<file path="src/rtl/fp_add_sub_pkg.sv">
// Shared widths and operand records for the FP add/sub datapath.
// Every block between unpack and normalize uses the same field layout.
package fp_add_sub_pkg;

    localparam int EXP_W  = 11;
    localparam int SIG_W  = 53;
    localparam int MANT_W = SIG_W + 2;

    typedef struct packed {
        logic             sign;
        logic [EXP_W-1:0] exp;
        logic [SIG_W-1:0] sig;
    } fp_unpacked_t;

    typedef struct packed {
        logic              swapped;
        logic              sign_l;
        logic              sign_s;
        logic [EXP_W-1:0]  exp_l;
        logic [MANT_W-1:0] mant_l;
        logic [MANT_W-1:0] mant_s;
        logic              sticky;
    } fp_aligned_t;

endpackage

</file>
<file path="src/rtl/fp_mantissa_align_if.sv">
// Operand-in / aligned-out stream of the mantissa alignment stage.
interface fp_mantissa_align_if;
    import fp_add_sub_pkg::*;

    logic              in_valid;
    logic              in_ready;
    logic              sign_a;
    logic              sign_b;
    logic [EXP_W-1:0]  exp_a;
    logic [EXP_W-1:0]  exp_b;
    logic [SIG_W-1:0]  sig_a;
    logic [SIG_W-1:0]  sig_b;
    logic              out_valid;
    logic              out_ready;
    logic              swapped;
    logic              sign_l;
    logic              sign_s;
    logic [EXP_W-1:0]  exp_l;
    logic [MANT_W-1:0] mant_l;
    logic [MANT_W-1:0] mant_s;
    logic              sticky;

    modport master (
        output in_valid, sign_a, sign_b, exp_a, exp_b, sig_a, sig_b, out_ready,
        input  in_ready, out_valid, swapped, sign_l, sign_s, exp_l, mant_l, mant_s, sticky
    );

    modport slave (
        input  in_valid, sign_a, sign_b, exp_a, exp_b, sig_a, sig_b, out_ready,
        output in_ready, out_valid, swapped, sign_l, sign_s, exp_l, mant_l, mant_s, sticky
    );

endinterface

</file>
<file path="src/rtl/sticky_right_shift.sv">
// Log-stage right barrel shifter that ORs every dropped bit into sticky.
// Shift amounts of MANT_W or more flush the whole word into sticky.
module sticky_right_shift
    import fp_add_sub_pkg::*;
(
    input  logic [MANT_W-1:0] ext,
    input  logic [EXP_W-1:0]  d,
    output logic [MANT_W-1:0] shifted,
    output logic              sticky
);
    localparam int SH_W = $clog2(MANT_W);

    logic [MANT_W-1:0] stage_v [0:SH_W];
    logic [SH_W:0]     stk;
    logic              sat;

    assign stage_v[0] = ext;
    assign stk[0]     = 1'b0;

    for (genvar k = 0; k < SH_W; k++) begin : g_stage
        localparam int AMT = 1 << k;
        localparam logic [MANT_W-1:0] MASK = (MANT_W'(1) << AMT) - MANT_W'(1);
        assign stage_v[k+1] = d[k] ? (stage_v[k] >> AMT) : stage_v[k];
        assign stk[k+1]     = stk[k] | (d[k] & (|(stage_v[k] & MASK)));
    end

    // Upper shift bits beyond SH_W are covered by the saturation compare.
    assign sat     = (d >= EXP_W'(MANT_W));
    assign shifted = sat ? '0 : stage_v[SH_W];
    assign sticky  = sat ? (|ext) : stk[SH_W];

endmodule

</file>
<file path="src/rtl/fp_mantissa_align.sv">
// Pre-add alignment: orders operands by magnitude (stage 1), then
// right-shifts the smaller significand with guard/round/sticky (stage 2).
module fp_mantissa_align
    import fp_add_sub_pkg::*;
(
    input  logic               clk,
    input  logic               rst_n,
    fp_mantissa_align_if.slave bus
);
    fp_unpacked_t      op_a;
    fp_unpacked_t      op_b;
    fp_unpacked_t      big_c;
    fp_unpacked_t      small_c;
    logic              swap_c;
    logic [EXP_W-1:0]  diff_c;

    logic              vld_p1;
    logic              vld_p2;
    logic              adv_p1;
    logic              swapped_p1;
    fp_unpacked_t      l_p1;
    logic              sign_s_p1;
    logic [SIG_W-1:0]  sig_s_p1;
    logic [EXP_W-1:0]  diff_p1;

    logic [MANT_W-1:0] sh_mant;
    logic              sh_sticky;
    fp_aligned_t       out_p2;

    assign op_a    = {bus.sign_a, bus.exp_a, bus.sig_a};
    assign op_b    = {bus.sign_b, bus.exp_b, bus.sig_b};
    assign swap_c  = ({op_b.exp, op_b.sig} > {op_a.exp, op_a.sig});
    assign big_c   = swap_c ? op_b : op_a;
    assign small_c = swap_c ? op_a : op_b;
    assign diff_c  = big_c.exp - small_c.exp;

    assign adv_p1       = ~vld_p2 | bus.out_ready;
    assign bus.in_ready = ~vld_p1 | adv_p1;

    // Stage 0 -> 1: magnitude ordering
    always_ff @(posedge clk) begin
        if (!rst_n) begin
            vld_p1 <= 1'b0;
        end else if (bus.in_ready) begin
            vld_p1 <= bus.in_valid;
        end
    end

    always_ff @(posedge clk) begin
        if (bus.in_valid && bus.in_ready) begin
            swapped_p1 <= swap_c;
            l_p1       <= big_c;
            sign_s_p1  <= small_c.sign;
            sig_s_p1   <= small_c.sig;
            diff_p1    <= diff_c;
        end
    end

    sticky_right_shift u_shift (
        .ext     ({sig_s_p1, 2'b00}),
        .d       (diff_p1),
        .shifted (sh_mant),
        .sticky  (sh_sticky)
    );

    // Stage 1 -> 2: alignment shift; output data cleared on reset
    always_ff @(posedge clk) begin
        if (!rst_n) begin
            vld_p2 <= 1'b0;
            out_p2 <= '0;
        end else if (adv_p1) begin
            vld_p2 <= vld_p1;
            if (vld_p1) begin
                out_p2 <= {swapped_p1, l_p1.sign, sign_s_p1, l_p1.exp,
                           {l_p1.sig, 2'b00}, sh_mant, sh_sticky};
            end
        end
    end

    assign bus.out_valid = vld_p2;
    assign bus.swapped   = out_p2.swapped;
    assign bus.sign_l    = out_p2.sign_l;
    assign bus.sign_s    = out_p2.sign_s;
    assign bus.exp_l     = out_p2.exp_l;
    assign bus.mant_l    = out_p2.mant_l;
    assign bus.mant_s    = out_p2.mant_s;
    assign bus.sticky    = out_p2.sticky;

endmodule

</file>
<file path="src/flat_wrapper.sv">
// flat-port wrapper written by rule: the top's interface ports become plain ports
module fp_mantissa_align_flat import fp_add_sub_pkg::*;
  (clk, rst_n, bus_in_valid, bus_sign_a, bus_sign_b, bus_exp_a, bus_exp_b, bus_sig_a, bus_sig_b, bus_out_ready, bus_in_ready, bus_out_valid, bus_swapped, bus_sign_l, bus_sign_s, bus_exp_l, bus_mant_l, bus_mant_s, bus_sticky);
  fp_mantissa_align_if bus_i ();
  input  logic clk;
  input  logic rst_n;
  input wire logic [$bits(bus_i.in_valid)-1:0] bus_in_valid;
  input wire logic [$bits(bus_i.sign_a)-1:0] bus_sign_a;
  input wire logic [$bits(bus_i.sign_b)-1:0] bus_sign_b;
  input wire logic [$bits(bus_i.exp_a)-1:0] bus_exp_a;
  input wire logic [$bits(bus_i.exp_b)-1:0] bus_exp_b;
  input wire logic [$bits(bus_i.sig_a)-1:0] bus_sig_a;
  input wire logic [$bits(bus_i.sig_b)-1:0] bus_sig_b;
  input wire logic [$bits(bus_i.out_ready)-1:0] bus_out_ready;
  output wire logic [$bits(bus_i.in_ready)-1:0] bus_in_ready;
  output wire logic [$bits(bus_i.out_valid)-1:0] bus_out_valid;
  output wire logic [$bits(bus_i.swapped)-1:0] bus_swapped;
  output wire logic [$bits(bus_i.sign_l)-1:0] bus_sign_l;
  output wire logic [$bits(bus_i.sign_s)-1:0] bus_sign_s;
  output wire logic [$bits(bus_i.exp_l)-1:0] bus_exp_l;
  output wire logic [$bits(bus_i.mant_l)-1:0] bus_mant_l;
  output wire logic [$bits(bus_i.mant_s)-1:0] bus_mant_s;
  output wire logic [$bits(bus_i.sticky)-1:0] bus_sticky;
  assign bus_i.in_valid = bus_in_valid;
  assign bus_i.sign_a = bus_sign_a;
  assign bus_i.sign_b = bus_sign_b;
  assign bus_i.exp_a = bus_exp_a;
  assign bus_i.exp_b = bus_exp_b;
  assign bus_i.sig_a = bus_sig_a;
  assign bus_i.sig_b = bus_sig_b;
  assign bus_i.out_ready = bus_out_ready;
  assign bus_in_ready = bus_i.in_ready;
  assign bus_out_valid = bus_i.out_valid;
  assign bus_swapped = bus_i.swapped;
  assign bus_sign_l = bus_i.sign_l;
  assign bus_sign_s = bus_i.sign_s;
  assign bus_exp_l = bus_i.exp_l;
  assign bus_mant_l = bus_i.mant_l;
  assign bus_mant_s = bus_i.mant_s;
  assign bus_sticky = bus_i.sticky;
  fp_mantissa_align u_core (.clk(clk), .rst_n(rst_n), .bus(bus_i));
endmodule
</file>
<file path="config.mk">
export PLATFORM = sky130hd
export DESIGN_NAME = fp_mantissa_align_flat
export DESIGN_NICKNAME = d
export VERILOG_FILES = /design/src/rtl/fp_add_sub_pkg.sv /design/src/rtl/fp_mantissa_align_if.sv /design/src/rtl/sticky_right_shift.sv /design/src/rtl/fp_mantissa_align.sv /design/src/flat_wrapper.sv
export SDC_FILE = /design/constraint.sdc
export NUM_CORES = 1
export LEC_CHECK = 0
export ABC_AREA = 1
export CORE_MARGIN = 1.5
export CORE_UTILIZATION = 45
export DETAILED_ROUTE_END_ITERATION = 8
export PLACE_DENSITY = 0.7
export SETUP_SLACK_MARGIN = 0.15
export SYNTH_ARGS = -nofsm -noshare
export SYNTH_HDL_FRONTEND = slang
export SYNTH_SLANG_ARGS = --single-unit
</file>
<file path="constraint.sdc">
create_clock -name clk -period 4.9 [get_ports clk]
set_input_delay 0.98 -clock clk [delete_from_list [all_inputs] [get_ports clk]]
set_output_delay 0.98 -clock clk [all_outputs]
set_load 0.01 [all_outputs]
</file>
==> results of run 1 <==
[area by class of cell]
class | instances | area (µm²) | share of cell area [%]
tap | 448 | 561 | 2.95
timing repair buffer | 279 | 2790 | 14.7
clock buffer | 40 | 827 | 4.35
multi-input combinational | 1629 | 7710 | 40.6
clock inverter | 13 | 129 | 0.678
inverter | 146 | 552 | 2.90
sequential | 256 | 6440 | 33.9
[flip-flops by register name, indices dropped and copies added, names as in the netlist]
name,cells
u_core.bus.exp_l,11
u_core.bus.mant_l,53
u_core.bus.mant_s,55
u_core.bus.out_valid,1
u_core.bus.sign_l,1
u_core.bus.sign_s,1
u_core.bus.sticky,1
u_core.bus.swapped,1
u_core.diff_p1,11
u_core.l_p1,65
u_core.sig_s_p1,53
u_core.sign_s_p1,1
u_core.swapped_p1,1
u_core.vld_p1,1
[cells in the final DEF, fill, tap and decap left out, types with 2 or more instances in the layout]
master           count
nor4_1              14
nand3_1            140
edfxtp_1           131
nand4_1             10
clkinvlp_4           4
a22oi_1             20
o21bai_1             3
buf_12               4
nor2_1             208
inv_2                5
nor3_1               7
clkbuf_16           29
dfxtp_1            125
clkbuf_1             5
o21ai_1             11
or2_2                5
clkinv_1             2
nor3_2               2
ha_1                65
conb_1               2
o21ai_0            235
mux2i_1              2
o21a_1               6
inv_1              137
bufinv_16            2
xor2_1               5
a31oi_1             17
clkbuf_8             6
o211ai_1            11
nand3_2              4
buf_4               17
nand2_4              2
nand2_1            758
clkdlybuf4s50_1    257
a21oi_1             83
nand2_2              7
clkinv_2             7
a21o_1               2
[cell usage after synthesis (2+ instances only)]
| cell | count |
|---|---|
| mux2i_1 | 2 |
| or2_2 | 5 |
| o21bai_1 | 3 |
| nand3_1 | 140 |
| buf_4 | 5 |
| inv_1 | 139 |
| ha_1 | 65 |
| nand2_1 | 759 |
| dfxtp_1 | 125 |
| clkinv_1 | 2 |
| a21oi_1 | 83 |
| nor4_1 | 14 |
| a22oi_1 | 20 |
| inv_2 | 5 |
| nand2_2 | 7 |
| nor3_2 | 2 |
| nand4_1 | 10 |
| clkbuf_1 | 72 |
| o21a_1 | 6 |
| a21o_1 | 2 |
| buf_1 | 16 |
| o21ai_1 | 11 |
| buf_6 | 2 |
| nor2_1 | 209 |
| edfxtp_1 | 131 |
| nor3_1 | 7 |
| o21ai_0 | 235 |
| xor2_1 | 5 |
| buf_2 | 29 |
| nand3_2 | 4 |
| a31oi_1 | 17 |
| o211ai_1 | 11 |
[worst reg2reg max path: stages (launching register included)]
cell and delay, ns:
edfxtp_1 0.92, inv_2 0.61, o21ai_0 0.59, nand2_1 0.12, nand2_1 0.09, nand2_1 0.04, nor2_1 0.18, nand2_1 0.10
nor2_1 0.18, nand2_1 0.09, nand2_1 0.06, nand2_1 0.05, nand2_1 0.12, a21oi_1 0.08
[worst max-delay path by stage]
stage	to	slack, ns	cells after the start	from
finish	u_core.diff_p1[8]	0.96	19	bus_exp_a[6]
global route	u_core.diff_p1[8]	0.51	21	bus_exp_a[8]
CTS	u_core.diff_p1[8]	0.94	21	bus_exp_a[2]
detailed placement	u_core.diff_p1[8]	0.36	21	bus_exp_a[2]
global placement	u_core.diff_p1[8]	0.49	21	bus_exp_a[8]
floorplan	u_core.diff_p1[0]	0.63	4	bus_out_ready
[cell families after synthesis]
| family | share of synthesized area [%] |
|---|---|
| muxes | 0.132 |
| adders and majority gates | 5.34 |
| DFF | 42.3 |
| and+or+nand+nor | 30.9 |
| buffers and inverters | 7.12 |
| other | 0.0246 |
| xor gates and xnor gates | 0.288 |
| AOI/OAI and AO/OA | 13.9 |
[metrics by stage]
step	hold slack, ns	setup WS [ns]	utilization (%)	cell area, µm²	std cells
after global routing	0.479	0.505	56.8	19000	2811
after CTS	0.465	0.943	56.8	19000	2811
after detailed placement	0.456	0.360	53.9	18000	2758
after floorplan	0.469	0.625	-	15200	2155
final	0.464	0.959	56.8	19000	2811
after global placement	0.453	0.493	53.9	18000	2758
[power by group through the flow]
stage | clock (µW) | sequential (µW) | combinational, µW
after floorplan | 0 | 2580 | 1170
after global placement | 0 | 2590 | 1780
after detailed placement | 0 | 2600 | 1790
after CTS | 2220 | 2550 | 1810
after global routing | 2300 | 2570 | 2040
final | 2180 | 2560 | 1820
[metal layers]
layer	share of wire (%)	wire (µm)	up-vias	track usage (%)
li1	-	-	7491	-
met5	0	0	-	0
met1	46	22000	6803	37.5
met3	5.5	2600	69	3.81
met4	2.5	1180	0	7.13
met2	46	21800	421	44.4
==> flow_summary.ini, run 1 <==
[run_status]
status = finished clean

[clocking]
post_cts_resized = 0
cts_sinks = 256
cts_tree = built
clkSlewWorstSetupHoldPaths_ns = 0.06
htreeDepth = 1
post-cts-setup-buffers = 0
cts_root_buf = clkbuf_16
cts_hold_repair.buffers = 0
clockBufferDepth = 3
numCtsBuffers = 29
clkLatencyLatePin_ns = 0.56

[worst_setup_path]
max_stage_delay_ns = 0.54
cp-end-kind = flip-flop
reg2reg_depth = 13
critical_path_class = input pin to flip-flop
r2r_end = u_core.bus.sticky
cp.required_ns = 5.21
cp_top_family = simple AND/OR/NAND/NOR gates
rrSetupSlack_ns = 1.52
cp.arrival_ns = 4.25
critPathLaunchType = input pin
slowest_stage = clkdlybuf4s50_1
cp_max_fo = 124
worstPathCellList = clkdlybuf4s50_1 -> inv_1 -> ha_1 -> nand2_1 -> nor3_2 -> nand2_1 -> nor3b_2 -> nand3b_2 -> nand2_4 -> buf_12 -> nand2_1 -> nand2_1 -> nand2_1 -> nand2_2 -> nand3_1 -> nand2_1 -> nand3_1 -> nand3_1 -> nand2_1
path_buf_inv = 3
path_common_cell = nand2_1
rr_startpoint = u_core.diff_p1[3]

[synthesis]
synth_ff_type = edfxtp_1
syn_avg_cell_area_um2 = 7.06
ys_warn_count = 0
synthCells = 2154
yosysSeqAreaShare_pct = 42.3
ys_ff_latch = 256
yosys.cell_types.count = 43
synth_area_mm2 = 0.0152
synth_area_leaders = edfxtp_1 (26%), nand2_1 (19%), dfxtp_1 (16%), o21ai_0 (7.7%), ha_1 (5.3%)
synth_top_area_share_pct = 25.9
yosysTopAreaCell = edfxtp_1
async_flop_share_pct = 0
synth_edf_count = 131

[global_route]
grt_pass1_vias = 14100
grt_max_degree = 125
overflow = 0
grt_use_total_pct = 27.1
antenna_found_initial = 0
grt_pass1_wl_um = 76000

[worst_hold_path]
min_from = u_core.bus.mant_s[45]
holdPathStages = 2
hold_class = flip-flop to flip-flop
hold-path-endpoint = u_core.bus.mant_s[45]

[detailed_routing]
viasPerCell = 5.26
drc = 0
routed_wirelength_um = 47600
dr.pass1.iters = 6
routedWlPerCell_um = 16.9
final_antenna_net_count = 0
dr.first_iter.drc_count = 1256
vias = 14800

[finish]
finalNetCount = 2540
drive_above_1_share_pct = 4.32
antenna_cells = 0
nFillCells = 3133
area_growth_pct = 24.9

[placed_design]
hpwl_um = 35200
io_buffer_count = 258
gp_congestion = 0.938

[power]
powerDensity_mw_per_mm2 = 345
clockPowerShare_pct = 33.3
p_sw_share_pct = 33.6
p_leak_uw = 0.00821
power.internal_uw = 4350
ir_worst_vdd_uv = 330
power.total_uw = 6550
p_sw_uw = 2200
comb_power_share_pct = 27.7
power_frac_seq_pct = 39.0

[floorplanning]
fp.dieArea_mm2 = 0.0349
die-height_um = 187
coreArea_mm2 = 0.0334
boundaryPins = 261
initial_core_util_pct = 45.5
die_x_um = 187
std_cell_rows = 67

[timing]
setup_violations = 0
period_share_pct = 80.4
finalSetupTns_ns = 0
max_slew_margin_pct = 34.7
fmax_mhz = 254
worst_pin_slew_ns = 0.974
rsz0062_at_grt = no
slew_viol_final = 0
hold_viol_final = 0
period_needed_ns = 3.94
final.setup_skew_ns = 0.0210

[job]
cap_violations = 0
Power figures use the tool's default switching activity.
==> run 2: changes to the inputs <==
--- a/config.mk
+++ b/config.mk
@@ -9,7 +9,7 @@
 export CORE_MARGIN = 1.5
 export CORE_UTILIZATION = 45
 export DETAILED_ROUTE_END_ITERATION = 8
-export PLACE_DENSITY = 0.7
+export PLACE_DENSITY = 0.72
 export SETUP_SLACK_MARGIN = 0.15
 export SYNTH_ARGS = -nofsm -noshare
 export SYNTH_HDL_FRONTEND = slang
==> constraint.sdc (replaced) <==
create_clock -name clk -period 3.3 [get_ports clk]
set_input_delay 0.66 -clock clk [delete_from_list [all_inputs] [get_ports clk]]
set_output_delay 0.66 -clock clk [all_outputs]
set_load 0.01 [all_outputs]
==> flow_summary.ini, run 2 (synthesis results as in run 1) <==
[power]
power_frac_seq_pct = 37.0
comb_power_share_pct = 30.6
ir_worst_vdd_uv = 388
power.internal_uw = 6810
clockPowerShare_pct = 32.4
powerDensity_mw_per_mm2 = 474
p_sw_share_pct = 33.4
p_sw_uw = 3420
p_leak_uw = 0.00981
power.total_uw = 10200

[job]
cap_violations = 0

[worst_setup_path]
slowest_stage = clkdlybuf4s50_1
cp.required_ns = 3.61
max_stage_delay_ns = 0.48
path_buf_inv = 4
worstPathCellList = clkdlybuf4s50_1 -> ha_4 -> nand2_4 -> nor2_4 -> nand2_2 -> nor3b_2 -> buf_4 -> nand2_2 -> nand2_2 -> nand2_2 -> nand2_2 -> nand2_4 -> buf_4 -> buf_4 -> o21ai_1 -> nand2_2 -> a21oi_1 -> nor2_2 -> nand3_1 -> nand2_1
cp-end-kind = flip-flop
cp.arrival_ns = 3.35
cp_top_family = simple AND/OR/NAND/NOR gates
cp_max_fo = 7
critPathLaunchType = input pin
critical_path_class = input pin to flip-flop
path_common_cell = nand2_2

[timing]
hold_viol_final = 0
fmax_mhz = 329
period_needed_ns = 3.04
max_slew_margin_pct = 29.2
setup_slack_ns = 0.256
slew_viol_final = 0
worst_pin_slew_ns = 1.06
final.setup_skew_ns = 0.0208
setup_violations = 0
rsz0062_at_grt = no
period_share_pct = 92.2

[clocking]
clockBufferDepth = 3
cts_root_buf = clkbuf_16
htreeDepth = 1
cts_tree = built
numCtsBuffers = 29
clkSlewWorstSetupHoldPaths_ns = 0.06
clkLatencyLatePin_ns = 0.56
cts_sinks = 256

[global_route]
grt_pass1_wl_um = 78800
grt_use_total_pct = 28.0
grt_pass1_vias = 15000
grt_max_degree = 127
overflow = 0
antenna_found_initial = 4

[run_status]
status = finished clean

[placed_design]
dp_slack_ns = -0.614
hpwl_um = 37300
gp_congestion = 0.971
io_buffer_count = 258

[finish]
area_growth_pct = 41.7
layout_common_cells = nand2_1 (724), o21ai_0 (231), nor2_1 (203)
finalNetCount = 2734
largest_reg_flops = 65
layout_commonest_cell = nand2_1
top_register = u_core.l_p1
drive_above_1_share_pct = 17.4

[detailed_routing]
viasPerCell = 5.27
routed_wirelength_um = 51200
routedWlPerCell_um = 17.0
final_antenna_net_count = 0
vias = 15800
dr.first_iter.drc_count = 1350
drc = 0
dr.pass1.iters = 5

[floorplanning]
fp.dieArea_mm2 = 0.0349
initial_core_util_pct = 45.5
die-height_um = 187
std_cell_rows = 67
boundaryPins = 261
coreArea_mm2 = 0.0334
die_x_um = 187

[worst_hold_path]
hold_class = flip-flop to flip-flop
run 2: path summary, 6_finish.rpt:
| kind | from | end | slack, ns | cells after the start |
|---|---|---|---|---|
| max | bus_sig_b[30] | u_core.diff_p1[10] | 0.26 | 20 |
| min reg2reg | u_core.bus.mant_s[39] | u_core.bus.mant_s[39] | 0.46 | 2 |
| max reg2reg | u_core.diff_p1[0] | u_core.bus.sticky | 0.44 | 17 |
| min | u_core.bus.mant_s[39] | u_core.bus.mant_s[39] | 0.46 | 2 |
run 2: routing by layer:
layer  track usage [%]  routed length (µm)
met4              7.44                1290
met5                 0                  33
met1              37.9               22700
met3              3.90                2840
met2              47.0               24300
run 2: worst reg2reg max path, cell delays in order, from the launching register on:
cell and delay, ns:
edfxtp_1 0.42, buf_6 0.27, o21ai_0 0.18, or2_2 0.30, o21ai_0 0.08, o21ai_0 0.16, o21ai_1 0.34, nand2_1 0.14
nand2_1 0.09, nand2_1 0.05, nor2_1 0.08, nand2_1 0.11, nor2_1 0.10, nand2_1 0.06, nand2_1 0.06, nand2_1 0.06
nand2_1 0.12, a21oi_1 0.08
run 2: through the flow:
| stage | utilization [%] | hold WS (ns) | TNS (ns) | area, µm² | std cells |
|---|---|---|---|---|---|
| floorplan | - | 0.469 | 0 | 15300 | 2155 |
| global placement | 58.4 | 0.452 | -36.49 | 19500 | 2942 |
| detailed placement | 58.4 | 0.456 | -42.83 | 19500 | 2942 |
| CTS | 61.7 | 0.466 | 0 | 20600 | 2999 |
| finish | 64.5 | 0.464 | 0 | 21600 | 3006 |
| global route | 64.5 | 0.480 | 0 | 21600 | 3006 |
run 2: power groups by stage:
stage                     Sequential (µW)  Combinational (µW)  Clock [µW]
after CTS                            3780                2960        3350
final                                3780                3130        3310
after floorplan                      3830                1740           0
after detailed placement             3850                2930           0
after global placement               3840                2890           0
after global routing                 3810                3470        3470
run 2: repair_timing:
item	CTS	global route
hold buffers	0	0
gates resized for setup	24	213
pin swaps	8	42
endpoints found under the setup margin	54	97
buffers inserted	4	6
gates cloned	0	0
run 2: area by class of cell:
class	instances	area, µm²
Antenna cell	1	2.50
Clock buffer	42	867
Clock inverter	11	114
Fill cell	2880	11900
Inverter	146	567
Multi-Input combinational cell	1629	8530
Sequential cell	256	6440
Tap cell	448	561
Timing Repair Buffer	473	4490
